**src/rtl/numlock_btn_debouncer_pkg.sv**
```systemverilog
// Shared definitions for the numlock button debouncer: FSM state encodings and display codes.
package numlock_btn_debouncer_pkg;

  // Debouncer FSM states; encoding 3'd7 is unused and recovers to INI.
  typedef enum logic [2:0] {
    INI     = 3'd0,
    WQ      = 3'd1,
    SCEN_ST = 3'd2,
    WH      = 3'd3,
    MCEN_ST = 3'd4,
    CCR     = 3'd5,
    WFCR    = 3'd6
  } state_t;

  // 4-bit display code per state, shared with the top-level state display.
  function automatic logic [3:0] state_disp(input state_t s);
    logic [3:0] code;
    code = 4'h0;
    case (s)
      INI:     code = 4'h0;
      WQ:      code = 4'h1;
      SCEN_ST: code = 4'h2;
      WH:      code = 4'h3;
      MCEN_ST: code = 4'h4;
      CCR:     code = 4'h5;
      WFCR:    code = 4'h6;
      default: code = 4'hF;
    endcase
    return code;
  endfunction

endpackage

```
**src/rtl/numlock_sync2.sv**
```systemverilog
// Two-flop synchronizer for an asynchronous single-bit input.
module numlock_sync2 (
  input  logic clk,
  input  logic reset,
  input  logic d,
  output logic q
);

  logic meta;

  // Shift the async level through two flops; both clear on reset.
  always_ff @(posedge clk) begin
    if (reset) begin
      meta <= 1'b0;
      q    <= 1'b0;
    end else begin
      meta <= d;
      q    <= meta;
    end
  end

endmodule

```
**src/rtl/numlock_btn_debouncer.sv**
```systemverilog
// Push-button debouncer producing debounced level, single-shot, repeat and continuous enables.
module numlock_btn_debouncer
  import numlock_btn_debouncer_pkg::*;
#(
  parameter int unsigned N_DC = 20
) (
  input  logic clk,
  input  logic reset,
  input  logic PB,
  output logic DPB,
  output logic SCEN,
  output logic MCEN,
  output logic CCEN
);

  localparam logic [N_DC-1:0] CNT_MAX = '1;

  logic            pb_s;
  state_t          state;
  state_t          state_next;
  logic [N_DC-1:0] cnt;
  logic [N_DC-1:0] cnt_next;
  logic            dpb_next;
  logic            scen_next;
  logic            mcen_next;
  logic            ccen_next;

  numlock_sync2 u_sync (
    .clk   (clk),
    .reset (reset),
    .d     (PB),
    .q     (pb_s)
  );

  // State, counter and registered Moore outputs (decoded one step early from next state).
  always_ff @(posedge clk) begin
    if (reset) begin
      state <= INI;
      cnt   <= '0;
      DPB   <= 1'b0;
      SCEN  <= 1'b0;
      MCEN  <= 1'b0;
      CCEN  <= 1'b0;
    end else begin
      state <= state_next;
      cnt   <= cnt_next;
      DPB   <= dpb_next;
      SCEN  <= scen_next;
      MCEN  <= mcen_next;
      CCEN  <= ccen_next;
    end
  end

  // Next-state and counter logic; any transition defaults the counter to zero.
  always_comb begin
    state_next = INI;
    cnt_next   = '0;
    dpb_next   = 1'b0;
    scen_next  = 1'b0;
    mcen_next  = 1'b0;
    ccen_next  = 1'b0;

    case (state)
      INI: begin
        if (pb_s) state_next = WQ;
      end
      WQ: begin
        if (!pb_s)              state_next = INI;
        else if (cnt == CNT_MAX) state_next = SCEN_ST;
        else begin
          state_next = WQ;
          cnt_next   = cnt + N_DC'(1);
        end
      end
      SCEN_ST: state_next = WH;
      WH, CCR: begin
        if (!pb_s)              state_next = WFCR;
        else if (cnt == CNT_MAX) state_next = MCEN_ST;
        else begin
          state_next = state;
          cnt_next   = cnt + N_DC'(1);
        end
      end
      MCEN_ST: state_next = CCR;
      WFCR: begin
        if (pb_s)                state_next = WFCR;
        else if (cnt == CNT_MAX) state_next = INI;
        else begin
          state_next = WFCR;
          cnt_next   = cnt + N_DC'(1);
        end
      end
      default: state_next = INI;
    endcase

    case (state_next)
      SCEN_ST: begin
        dpb_next  = 1'b1;
        scen_next = 1'b1;
        mcen_next = 1'b1;
        ccen_next = 1'b1;
      end
      WH, CCR: begin
        dpb_next  = 1'b1;
        ccen_next = 1'b1;
      end
      MCEN_ST: begin
        dpb_next  = 1'b1;
        mcen_next = 1'b1;
        ccen_next = 1'b1;
      end
      WFCR:    dpb_next = 1'b1;
      default: dpb_next = 1'b0;
    endcase
  end

endmodule

```
**config.mk**
```make
export PLATFORM = sky130hd
export DESIGN_NAME = numlock_btn_debouncer
export DESIGN_NICKNAME = d
export VERILOG_FILES = /design/src/rtl/numlock_btn_debouncer_pkg.sv /design/src/rtl/numlock_sync2.sv /design/src/rtl/numlock_btn_debouncer.sv
export SDC_FILE = /design/constraint.sdc
export NUM_CORES = 1
export LEC_CHECK = 0
export BUFFER_PORTS_ARGS = -buffer_cell sky130_fd_sc_hd__buf_2
export CAP_MARGIN = 30
export CORE_ASPECT_RATIO = 0.6
export CORE_MARGIN = 2
export CORE_UTILIZATION = 53
export CTS_CLUSTER_SIZE = 25
export DETAILED_ROUTE_END_ITERATION = 16
export HOLD_SLACK_MARGIN = 0.03
export MAX_ROUTING_LAYER = met4
export PLACE_DENSITY = 0.73
export SLEW_MARGIN = 20
export SYNTH_ARGS = -nofsm -noshare
export SYNTH_HDL_FRONTEND = slang
export SYNTH_SLANG_ARGS = --single-unit
```
**constraint.sdc**
```tcl
create_clock -name clk -period 2.1 [get_ports clk]
set_input_delay 0.105 -clock clk [delete_from_list [all_inputs] [get_ports clk]]
set_output_delay 0.105 -clock clk [all_outputs]
set_load 0.1 [all_outputs]
```
# Word-level counts from Yosys, hierarchy flattened
# Cells that the tools add are included.
dict set report totals {
  output_inout_bits 4
  reg_bits 29
  word_cells 43
}
dict set report op_classes {
  reduce_logical 6
  addsub 1
  n_eq_ne 12
  muxes 16
}
# operator n
set ops {}
lappend ops {{$mux 20} 3}
lappend ops {{$pmux 20 s2} 1}
lappend ops {{$add 20x1->20 const B} 1}
lappend ops {{$eq 20x20->1 const B} 1}
lappend ops {{$eq 3x3->1 const B} 6}
lappend ops {{$pmux 3 s6} 1}
lappend ops {{$eq 3x2->1 const B} 4}
lappend ops {{$mux 3} 4}
lappend ops {{$mux 1} 5}
lappend ops {{$reduce_or 5->1} 1}
lappend ops {{$mux 2} 2}
lappend ops {{$reduce_or 2->1} 2}
lappend ops {{$reduce_or 4->1} 1}
lappend ops {{$eq 3x1->1 const B} 1}
lappend ops {{$logic_not 3->1} 1}
lappend ops {{$reduce_or 3->1} 1}

# Longest topological paths before layout
# Gate-level depths: netlist of run 1.
dict set report logic_depth {
  ltp_word 7
  mapped_depth 6
}

# Hierarchy
# A second synthesis of run 1 with hierarchy kept.
dict set report unflattened {
  hier_cells 136
  hier_area_um2 1258.7
}
# module cells_per_inst seq_area_each_um2 instances area_per_inst_um2
set by_module_without_submodules {}
lappend by_module_without_submodules {numlock_btn_debouncer 132 540.5 1 1206.2}
lappend by_module_without_submodules {numlock_sync2 4 40.0 1 52.6}

# Worst setup path before layout of run 1
# Ideal clock, no wire load.
dict set report synth_path {
  path_kind {register -> register}
  startpoint {register cnt[0]}
  endpoint {register CCEN}
  path_buffers 1
  path_stages_with_launch 7
  period_less_slack_ns 2.011
  arrival_time_ns 1.925
  required_ns 2.014
  setup_slack_ns 0.089
  setup_time_ns 0.086
  path_cell_list {dfxtp_1 -> ha_1 -> nand3_2 -> or4_4 -> buf_6 -> or3_1 -> a221oi_2}
}
dict set report synth_via {
  elab_chain_cells 7
}
# element line_no
set synth_lines {}
lappend synth_lines {{start: declaration} numlock_btn_debouncer.sv:21} ;# logic [N_DC-1:0] cnt;
lappend synth_lines {{start signal: assignment} numlock_btn_debouncer.sv:46} ;# cnt <= cnt_next;
lappend synth_lines {{$eq 20x20->1 (*)} {numlock_btn_debouncer.sv:69, numlock_btn_debouncer.sv:78, numlock_btn_debouncer.sv:87}}
lappend synth_lines {{$mux 3 (tied with other cells)} numlock_btn_debouncer.sv:78} ;# else if (cnt == CNT_MAX) state_next = MCEN_ST;
lappend synth_lines {{$mux 3 (tied with other cells)} numlock_btn_debouncer.sv:77} ;# if (!pb_s) state_next = WFCR;
lappend synth_lines {{$pmux 3 s6 (*)} numlock_btn_debouncer.sv:63} ;# case (state)
lappend synth_lines {{$eq 3x3->1 or $eq 3x2->1 (tied branches)} numlock_btn_debouncer.sv:96} ;# case (state_next)
lappend synth_lines {{$reduce_or 4->1 (no line) (*)} --}
lappend synth_lines {{$mux 1 (*)} numlock_btn_debouncer.sv:96}
lappend synth_lines {{end signal: assignment} numlock_btn_debouncer.sv:50} ;# CCEN <= ccen_next;
lappend synth_lines {{end: declaration} numlock_btn_debouncer.sv:13} ;# output logic CCEN
# Every way passes the cells marked *; elsewhere a longest branch is shown, timed or not.
# A chain may end at the register's enable or synchronous reset.

# Worst setup path after layout of run 1
dict set report layout_path {
  startpoint {register cnt[1]}
  endpoint {register cnt[16]}
}
dict set report layout_via {
  elab_chain_cells 4
}
# element line_no
set layout_lines {}
lappend layout_lines {{$add 20x1->20 or $eq 20x20->1 (tied branches)} --}
lappend layout_lines {{$mux 20 (*)} {numlock_btn_debouncer.sv:69, numlock_btn_debouncer.sv:78, numlock_btn_debouncer.sv:87}}
lappend layout_lines {{$mux 20 (on tied branches)} {numlock_btn_debouncer.sv:86, numlock_btn_debouncer.sv:77}}
lappend layout_lines {{$pmux 20 s2 (*)} numlock_btn_debouncer.sv:63}
# Marks and branches as above.

==> impl_summary.log, run 1 <==
INFO  metric synthCells = 155
INFO  metric sw_share = 33.8%
INFO  metric crit_buf_inv = 0
INFO  metric post-synth-top-count-cell = dfxtp_1
INFO  metric place_hpwl = 1940 µm
INFO  metric worstPathCellList = ha_1 > nand3_2 > or4_4 > or3_1 > a221oi_1
INFO  metric pin_count_of_the_biggest_net_entering_global_routing = 20
INFO  metric chipHeight = 43.0 µm
INFO  metric synthDistinctLibCells = 40
INFO  metric yosysWarnings = 0
INFO  metric cts.path.max_buffers = 2
INFO  metric synth_area_leaders = dfxtp_1 43%, xnor2_1 5.9%, nor2_1 5.3%
INFO  metric syn_area_per_cell = 8.67 µm²
INFO  metric timing.critical_path.slowest_stage_cell = or4_4
INFO  metric p_leak = 0.485 nW
INFO  metric grt_setup_unrepaired = false
INFO  metric overall_die_width = 69.0 µm
INFO  metric detail_route.vias_per_cell = approximately 5.6
INFO  metric syn_nets = 159
INFO  metric clock_sinks = 29
INFO  metric first_pass_iters = 4
INFO  metric sequential_cell_area = 581 µm²
INFO  metric period_share = 94.6%
INFO  metric crit_path_time_final = about 2000 ps
INFO  metric grt-ovfl-total = 0
INFO  metric hp-class = in -> reg
INFO  metric antennaDiodeCount = 0
INFO  metric maxSlewHeadroom = 67.5%
INFO  metric drc = 0
INFO  metric status = finished, final reports clean
INFO  metric std_cell_rows = 14
INFO  metric power.internal = 0.000911 W
INFO  metric timing.critical_path.required = ~2300 ps
INFO  metric critical_path.max_fanout = 12
INFO  metric multi_input_area = 698 µm²
INFO  metric ys_ff_latch = 29
INFO  metric clock.fmax = roughly 500 MHz
INFO  metric ant_nets = 0
INFO  metric maxCapViolCount = 0
INFO  metric drt-total-wl = 2770 µm
INFO  metric synth.top_cell.area_share = 43.2%
INFO  metric clk_transition_reported_paths = 60 ps
INFO  metric design.core.area = 2450 µm²
INFO  metric cp-end-kind = flip-flop
INFO  metric timing_worst_setup_path_type = reg -> reg
INFO  metric post_drt_wl_per_cell = between 10 and 15 µm
INFO  metric synth.yosys.seq_area_share = 43.2%
INFO  metric floorplan.initialDensity = 54.8%
INFO  metric tritoncts.num_buffers = 5
INFO  metric synth_largest_area_cell = dfxtp_1
INFO  metric gp_congestion = around 0.91
INFO  metric edff_count_synth = 0
INFO  metric global_route_wire_length_before_repair = 4570 µm
INFO  metric finalHoldViolations = 0
INFO  metric slew_violations = 0
INFO  metric power_frac_seq = 47.3%
INFO  metric number_of_fill_cells_in_the_layout = 209
INFO  metric pwr_density_cell = around 900 nW/µm²
INFO  metric gr-usage-all-layers = 21.4%
INFO  metric synth-async-reset-ratio = 0%
INFO  metric tightest_slew = 490 ps
INFO  metric clock_power_share = 32.0%
INFO  metric final_net_count = 172
INFO  metric startpoint_type = flip-flop
INFO  metric setup_viol = 0
INFO  metric layout-drive-gt1-share = 15.4%
INFO  metric area_growth_from_synthesis_to_final_layout = 13.5%
INFO  metric clock-root-buffer = clkbuf_8
INFO  metric worstSkewPairLatency = 290 ps
INFO  metric cp_peak_stage_delay = 520 ps
INFO  metric cts_post_setup_buffers_inserted = 0
INFO  metric port-buffer-count = 6
INFO  metric critical_path_arrival = 2180 ps
INFO  metric share_comb_of_total_power = 20.7%
INFO  metric detailroute.via_count = 1126
INFO  metric tritoncts = yes
INFO  metric finish.utilization = a little over 60%
INFO  metric boundary_pins = 7
INFO  metric first_global_vias = 978
INFO  metric fin_setup_tns = 0 ps
INFO  metric synthTopCellsByCount = 29 x dfxtp_1, 19 x nor2_1, 10 x o21ai_0
INFO  metric fin_skew = approximately 2.5 ps
INFO  metric synth.cell_area = between 1000 and 1500 µm²
INFO  metric dieArea = 2970 µm²
INFO  metric antenna_found_initial = 0
INFO  metric htree_num_levels = 2
INFO  metric postSynth.topFlopCell = dfxtp_1
INFO  metric ir_worst_vdd = 0.545 mV
INFO  metric netSwitchingPower = 0.000465 W
INFO  metric detailed_router_s_first_iteration_violation_count = 70
INFO  metric crit_family = simple AND/OR/NAND/NOR gates
## metrics by stage
stage	power (W)	area [µm²]	hold slack, ps	worst slack [ps]	cells
floorplan	0.000883	1340	233	88.8	155
global placement	0.000934	1430	319	110	192
detailed placement	0.000940	1430	324	16.7	192
CTS	0.00138	1530	107	110	201
global route	0.00144	1530	135	47.0	201
finish	0.00138	1530	116	113	201
## cell type report
cell class,count,area share (%)
Clock inverter,2,0.656
Timing Repair Buffer,12,5.91
Tap cell,32,2.63
Inverter,9,2.21
Clock buffer,6,4.76
Multi-Input combinational cell,111,45.8
Sequential cell,29,38.1
## metal layers
metal | track usage, % | vias to the layer above | part of all wire [%] | wire, µm
met5 | - | - | 0 | 0
met4 | 10.6 | 0 | 0.58 | 16
met3 | 7.13 | 2 | 6.2 | 171
met2 | 30.8 | 27 | 43 | 1180
met1 | 27.0 | 517 | 51 | 1400
li1 | - | 580 | - | -
## worst register-to-register path, delay by kind of cell, from the launching register on
family	cells	cell delay, ps
AOI/OAI and AO/OA	1	270
adders and majority gates	1	230
DFF	1	370
and+or+nand+nor	3	1020
## cell usage in the layout (no fill, tap or decap), types with 3 or more instances in the layout
master / instances
nand3_1: 7
xnor2_1: 9
nor2_1: 19
nor4_1: 3
inv_1: 9
buf_4: 4
clkbuf_8: 5
nand2_1: 9
and3_1: 4
nor3_1: 4
dfxtp_1: 29
o21ai_0: 10
a21oi_1: 6
or3_1: 9
buf_2: 6
## sequential cells by signal, indices dropped and copies added, names as in the netlist
signal,cells
SCEN,1
MCEN,1
state,3
cnt,20
DPB,1
CCEN,1
u_sync.meta,1
u_sync.q,1
## power groups by stage
stage	registers, W	clock network [W]	logic [W]
finish	0.000652	0.000440	0.000285
global route	0.000658	0.000476	0.000306
CTS	0.000648	0.000448	0.000282
detailed placement	0.000659	0	0.000281
global placement	0.000655	0	0.000280
floorplan	0.000725	0	0.000159
## timing repair
| item | CTS | global route |
|---|---|---|
| endpoints found under the hold margin | 1 | 0 |
| hold buffers | 1 | 0 |
| resized for setup | 0 | 0 |
| setup endpoints to repair | 1 | 0 |
## kinds of logic (layout without fill, tap and decap cells)
logic type               Yosys count  in the layout  synth area share (%)
AND/OR/NAND/NOR                   72             72                  30.0
AO/OA/AOI/OAI                     27             27                  13.9
flip-flops                        29             29                  43.2
adder cells (fa/ha/maj)            1              1                 0.931
buffers and inverters             15             29                  4.84
XOR/XNOR                          11             11                  7.17
## path summary, 6_finish.rpt
check         startpoint        to  slack [ps]  cells past startpoint
min reg2reg  u_sync.meta  u_sync.q         430                      1
min                reset  u_sync.q         120                      2
max reg2reg       cnt[1]   cnt[16]         110                      5
max               cnt[1]   cnt[16]         110                      5
(Power assumes the default switching activity.)
==> run 2, diff against run 1 <==
--- a/config.mk
+++ b/config.mk
@@ -8,7 +8,6 @@
 export BUFFER_PORTS_ARGS = -buffer_cell sky130_fd_sc_hd__buf_2
 export CAP_MARGIN = 30
 export CORE_ASPECT_RATIO = 0.6
-export CORE_MARGIN = 2
 export CORE_UTILIZATION = 53
 export CTS_CLUSTER_SIZE = 25
 export DETAILED_ROUTE_END_ITERATION = 16
==> impl_summary.log, run 2 (same netlist as run 1, synthesis figures left out) <==
INFO  metric setup_slack = 151 ps
INFO  metric tritoncts.num_buffers = 5
INFO  metric largest_register_ffs = 20
INFO  metric clk_transition_reported_paths = 60 ps
INFO  metric design.core.area = 2280 µm²
INFO  metric post_dp_cell_area = 1430 µm²
INFO  metric largest_register = cnt
INFO  metric drc = 0
INFO  metric hp-class = in -> reg
INFO  metric pwr_density_cell = 914 nW/µm²
INFO  metric grt-ovfl-total = 0
INFO  metric clock.fmax = 513 MHz
INFO  metric maxCapViolCount = 0
INFO  metric final_common_cell = dfxtp_1
INFO  metric first_pass_iters = 4
INFO  metric area_growth_from_synthesis_to_final_layout = 12.8%
INFO  metric cts_post_setup_buffers_inserted = 0
INFO  metric r2r_slack = 150 ps
INFO  metric finalHoldViolations = 0
INFO  metric place_inst = 190
INFO  metric cp-end-kind = flip-flop
INFO  metric floorplan.initialDensity = 59.0%
INFO  metric boundary_pins = 7
INFO  metric first_global_vias = 900
INFO  metric clock_sinks = 29
INFO  metric fin_setup_tns = 0 ps
INFO  metric sequential_cell_area = 581 µm²
INFO  metric chipHeight = 41.0 µm
INFO  metric period_share = 92.8%
INFO  metric fin_skew = 3.25 ps
INFO  metric critical_path_arrival = 2170 ps
INFO  metric layout-drive-gt1-share = ~15%
INFO  metric final-instance-count-excl-fill = about 200
INFO  metric port-buffer-count = 6
INFO  metric critical_path.max_fanout = 12
INFO  metric gr-usage-all-layers = 23.5%
INFO  metric final_net_count = 171
INFO  metric overall_die_width = 67.0 µm
INFO  metric global_route_wire_length_before_repair = between 4000 and 5000 µm
INFO  metric timing_worst_setup_path_type = reg -> reg
INFO  metric drt-total-wl = 2770 µm
INFO  metric number_of_fill_cells_in_the_layout = between 150 and 200
INFO  metric dpl_worst_slack = 46.6 ps
INFO  metric antennaDiodeCount = 0
INFO  metric crit_path_time_final = slightly below 2000 ps
INFO  metric post_cts_resized = 0
INFO  metric dieArea = 2750 µm²
INFO  metric startpoint_type = flip-flop
INFO  metric cts_hold_buf = 0
INFO  metric worstSkewPairLatency = 270 ps
INFO  metric detail_route.vias_per_cell = between 5 and 6
INFO  metric timing.critical_path.required = 2320 ps
INFO  metric clock-root-buffer = clkbuf_8
INFO  metric cts.path.max_buffers = 2
INFO  metric slew_violations = 0
INFO  metric gp_congestion = 0.776
INFO  metric ant_nets = 0
INFO  metric tritoncts = yes
INFO  metric detailed_router_s_first_iteration_violation_count = 81
INFO  metric post_drt_wl_per_cell = approximately 14 µm
INFO  metric multi_input_area = 698 µm²
INFO  metric mostFrequentLayoutCells = 29 x dfxtp_1, 19 x nor2_1, 10 x o21ai_0
INFO  metric setup_viol = 0
INFO  metric grt_setup_unrepaired = false
INFO  metric fin_area = 1520 µm²
INFO  metric place_hpwl = 2000 µm
INFO  metric ir_worst_vdd = 0.750 mV
INFO  metric status = finished, final reports clean
INFO  metric tightest_slew = a little under 500 ps
INFO  metric std_cell_rows = 13
INFO  metric htree_num_levels = 2
INFO  metric detailroute.via_count = about 1.1k
INFO  metric pin_count_of_the_biggest_net_entering_global_routing = 20
INFO  metric maxSlewHeadroom = 67.9%
INFO  metric biggestRegsByFlops = cnt (20), state (3)
INFO  metric antenna_found_initial = 0
INFO  metric p_leak = between 0.4 and 0.5 nW
run 2: path summary, 6_finish.rpt:
| check | startpoint | end | cells after the start |
|---|---|---|---|
| worst max register to register | cnt[1] | DPB | 5 |
| worst min register to register | u_sync.meta | u_sync.q | 1 |
| worst max-delay path | cnt[1] | DPB | 5 |
| worst min-delay path | PB | u_sync.meta | 2 |
run 2: per-stage QoR:
step                util [%]  hold WS (ps)  power [W]
global route            66.6          79.7    0.00145
detailed placement      62.8           374   0.000943
global placement        62.8           320   0.000934
floorplan                  -           233   0.000883
CTS                     66.6          86.7    0.00140
finish                  66.6          85.3    0.00139
run 2: area by class of cell:
class | instances | area share, %
multi-input cells | 111 | 46.0
flip-flops and latches | 29 | 38.3
clock buffers | 7 | 5.69
repair buffers | 11 | 5.28
well taps | 30 | 2.48
inverters | 9 | 2.23
run 2: worst max-delay path: stages, from the launching register on:
cell and delay (ps):
dfxtp_1 350, ha_1 220, nand3_2 120, or4_4 510, o41ai_1 470, o211a_1 220
run 2: routing by layer:
| layer | GRT usage [%] | wire (µm) | part of all wire [%] | up-vias |
|---|---|---|---|---|
| li1 | - | - | - | 576 |
| met3 | 9.17 | 118 | 4.3 | 7 |
| met1 | 31.7 | 1450 | 52 | 537 |
| met5 | - | 0 | 0 | - |
| met2 | 30.8 | 1150 | 42 | 26 |
| met4 | 9.57 | 47 | 1.7 | 0 |
run 2: power breakdown:
group / leakage [nW] / total (W) / switching, W / internal [W]
sequential: 0.235 / 0.000651 / 0.0000586 / 0.000592
combinational: 0.200 / 0.000291 / 0.000201 / 0.0000898
clock: 0.0443 / 0.000445 / 0.000186 / 0.000259
==> run 3, diff against run 2 <==
--- a/config.mk
+++ b/config.mk
@@ -9,6 +9,7 @@
 export CAP_MARGIN = 30
 export CORE_ASPECT_RATIO = 0.6
 export CORE_UTILIZATION = 53
+export CTS_BUF_LIST = sky130_fd_sc_hd__clkbuf_8 sky130_fd_sc_hd__clkbuf_16
 export CTS_CLUSTER_SIZE = 25
 export DETAILED_ROUTE_END_ITERATION = 16
 export HOLD_SLACK_MARGIN = 0.03
==> impl_summary.log, run 3 (same netlist as run 1, synthesis figures left out) <==
INFO  metric largest_register = cnt
INFO  metric startpoint_type = flip-flop
INFO  metric dieArea = 2750 µm²
INFO  metric detailroute.via_count = 1144
INFO  metric fin_skew = approximately 2.7 ps
INFO  metric pwr_density_cell = 910 nW/µm²
INFO  metric maxSlewHeadroom = between 60% and 70%
INFO  metric critical_path_arrival = 2170 ps
INFO  metric period_share = 92.9%
INFO  metric clk_transition_reported_paths = roughly 60 ps
INFO  metric tightest_slew = 484 ps
INFO  metric gp_congestion = a little under 0.8
INFO  metric clock.fmax = 513 MHz
INFO  metric drc = 0
INFO  metric htree_num_levels = 2
INFO  metric fin_setup_tns = 0 ps
INFO  metric chipHeight = ~41 µm
INFO  metric global_route_wire_length_before_repair = 4170 µm
INFO  metric overall_die_width = 67.0 µm
INFO  metric totalPowerFinal = 0.00138 W
INFO  metric port-buffer-count = 6
INFO  metric area_growth_from_synthesis_to_final_layout = 12.8%
INFO  metric crit_path_time_final = 1950 ps
INFO  metric worstPathCellList = ha_1 > nand3_2 > or4_4 > o41ai_1 > o211a_1
INFO  metric pin_count_of_the_biggest_net_entering_global_routing = 20
INFO  metric finalHoldViolations = 0
INFO  metric worstSkewPairLatency = 270 ps
INFO  metric multi_input_area = between 600 and 700 µm²
INFO  metric sequential_cell_area = a little under 600 µm²
INFO  metric layout-drive-gt1-share = 15.0%
INFO  metric detail_route.vias_per_cell = 5.81
INFO  metric final_net_count = 171
INFO  metric ant_nets = 0
INFO  metric hp-class = in -> reg
INFO  metric clock_sinks = 29
INFO  metric setup_viol = 0
INFO  metric first_global_vias = 900
INFO  metric grt-ovfl-total = 0
INFO  metric biggestRegsByFlops = cnt (20), state (3)
INFO  metric cp_peak_stage_delay = 510 ps
INFO  metric design.core.area = 2280 µm²
INFO  metric critical_path.max_fanout = 12
INFO  metric status = finished, final reports clean
INFO  metric crit_buf_inv = 0
INFO  metric crit_family = compound AO/OA/AOI/OAI gates
INFO  metric post_drt_wl_per_cell = 14.0 µm
INFO  metric boundary_pins = 7
INFO  metric place_inst = 190
INFO  metric tritoncts.num_buffers = 5
INFO  metric drt-total-wl = between 2000 and 3000 µm
INFO  metric timing.critical_path.required = between 2000 and 2500 ps
INFO  metric maxCapViolCount = 0
INFO  metric antenna_found_initial = 0
INFO  metric cts_post_setup_buffers_inserted = 0
INFO  metric slew_violations = 0
INFO  metric floorplan.initialDensity = 59.0%
INFO  metric mostFrequentLayoutCells = 29 x dfxtp_1, 19 x nor2_1, 10 x inv_1, 10 x o21ai_0
INFO  metric cp-end-kind = flip-flop
INFO  metric ir_worst_vdd = roughly 0.75 mV
INFO  metric r2r_slack = 150 ps
INFO  metric fin_area = 1520 µm²
INFO  metric p_leak = ~0.48 nW
INFO  metric gr-usage-all-layers = approximately a quarter
INFO  metric grt_setup_unrepaired = false
INFO  metric cts.path.max_buffers = 2
INFO  metric first_pass_iters = 4
INFO  metric post_dp_cell_area = 1430 µm²
INFO  metric timing.critical_path.slowest_stage_cell = or4_4
INFO  metric final-instance-count-excl-fill = around 200
INFO  metric largest_register_ffs = 20
INFO  metric number_of_fill_cells_in_the_layout = 193
INFO  metric antennaDiodeCount = 0
INFO  metric final_common_cell = dfxtp_1
INFO  metric tritoncts = yes
INFO  metric place_hpwl = 2000 µm
INFO  metric finish.utilization = about two thirds
INFO  metric std_cell_rows = 13
INFO  metric clock-root-buffer = clkbuf_8
INFO  metric timing_worst_setup_path_type = reg -> reg
INFO  metric detailed_router_s_first_iteration_violation_count = 82
[run 3: cell count changes in the layout (fill, tap and decap cells not counted), sizes merged]
cell    before  now
inv          9   10
clkbuf       7    6
[run 3: repair_timing]
item,CTS,global route
setup endpoints to repair,0,3
resized for setup,0,0
hold buffers,0,0
[run 3: layout make-up]
| cell class | instances | area share [%] |
|---|---|---|
| Multi-Input combinational cell | 111 | 46.0 |
| Sequential cell | 29 | 38.3 |
| Clock buffer | 6 | 5.45 |
| Timing Repair Buffer | 11 | 5.28 |
| Tap cell | 30 | 2.48 |
| Inverter | 9 | 2.23 |
| Clock inverter | 1 | 0.248 |
[run 3: worst paths after layout]
kind                     from          end  depth (start not counted)
setup / recovery       cnt[1]          DPB                          5
hold / removal             PB  u_sync.meta                          2
hold reg to reg   u_sync.meta     u_sync.q                          1
setup reg to reg       cnt[1]          DPB                          5
[run 3: per-stage QoR]
| stage | worst slack (ps) | hold WS [ps] |
|---|---|---|
| detailed placement | 46.6 | 374 |
| floorplan | 88.8 | 233 |
| CTS | 29.6 | 86.7 |
| finish | 150 | 85.3 |
| global placement | 109 | 320 |
| global route | 59.9 | 79.7 |
[run 3: worst reg2reg max path: stages (launching register included)]
cell and delay, ps:
dfxtp_1 350, ha_1 220, nand3_2 120, or4_4 510, o41ai_1 470, o211a_1 220
[run 3: routing by layer]
metal	up-vias	GRT usage, %	part of all wire [%]
met4	0	9.57	1.6
met5	-	-	0
met1	537	31.7	52
met3	7	9.17	4.2
li1	576	-	-
met2	24	30.8	42
[run 3: where the power goes]
part,internal [W],switching (W)
registers,0.000592,0.0000585
clock network,0.000254,0.000185
logic,0.0000898,0.000200
total,0.000936,0.000444
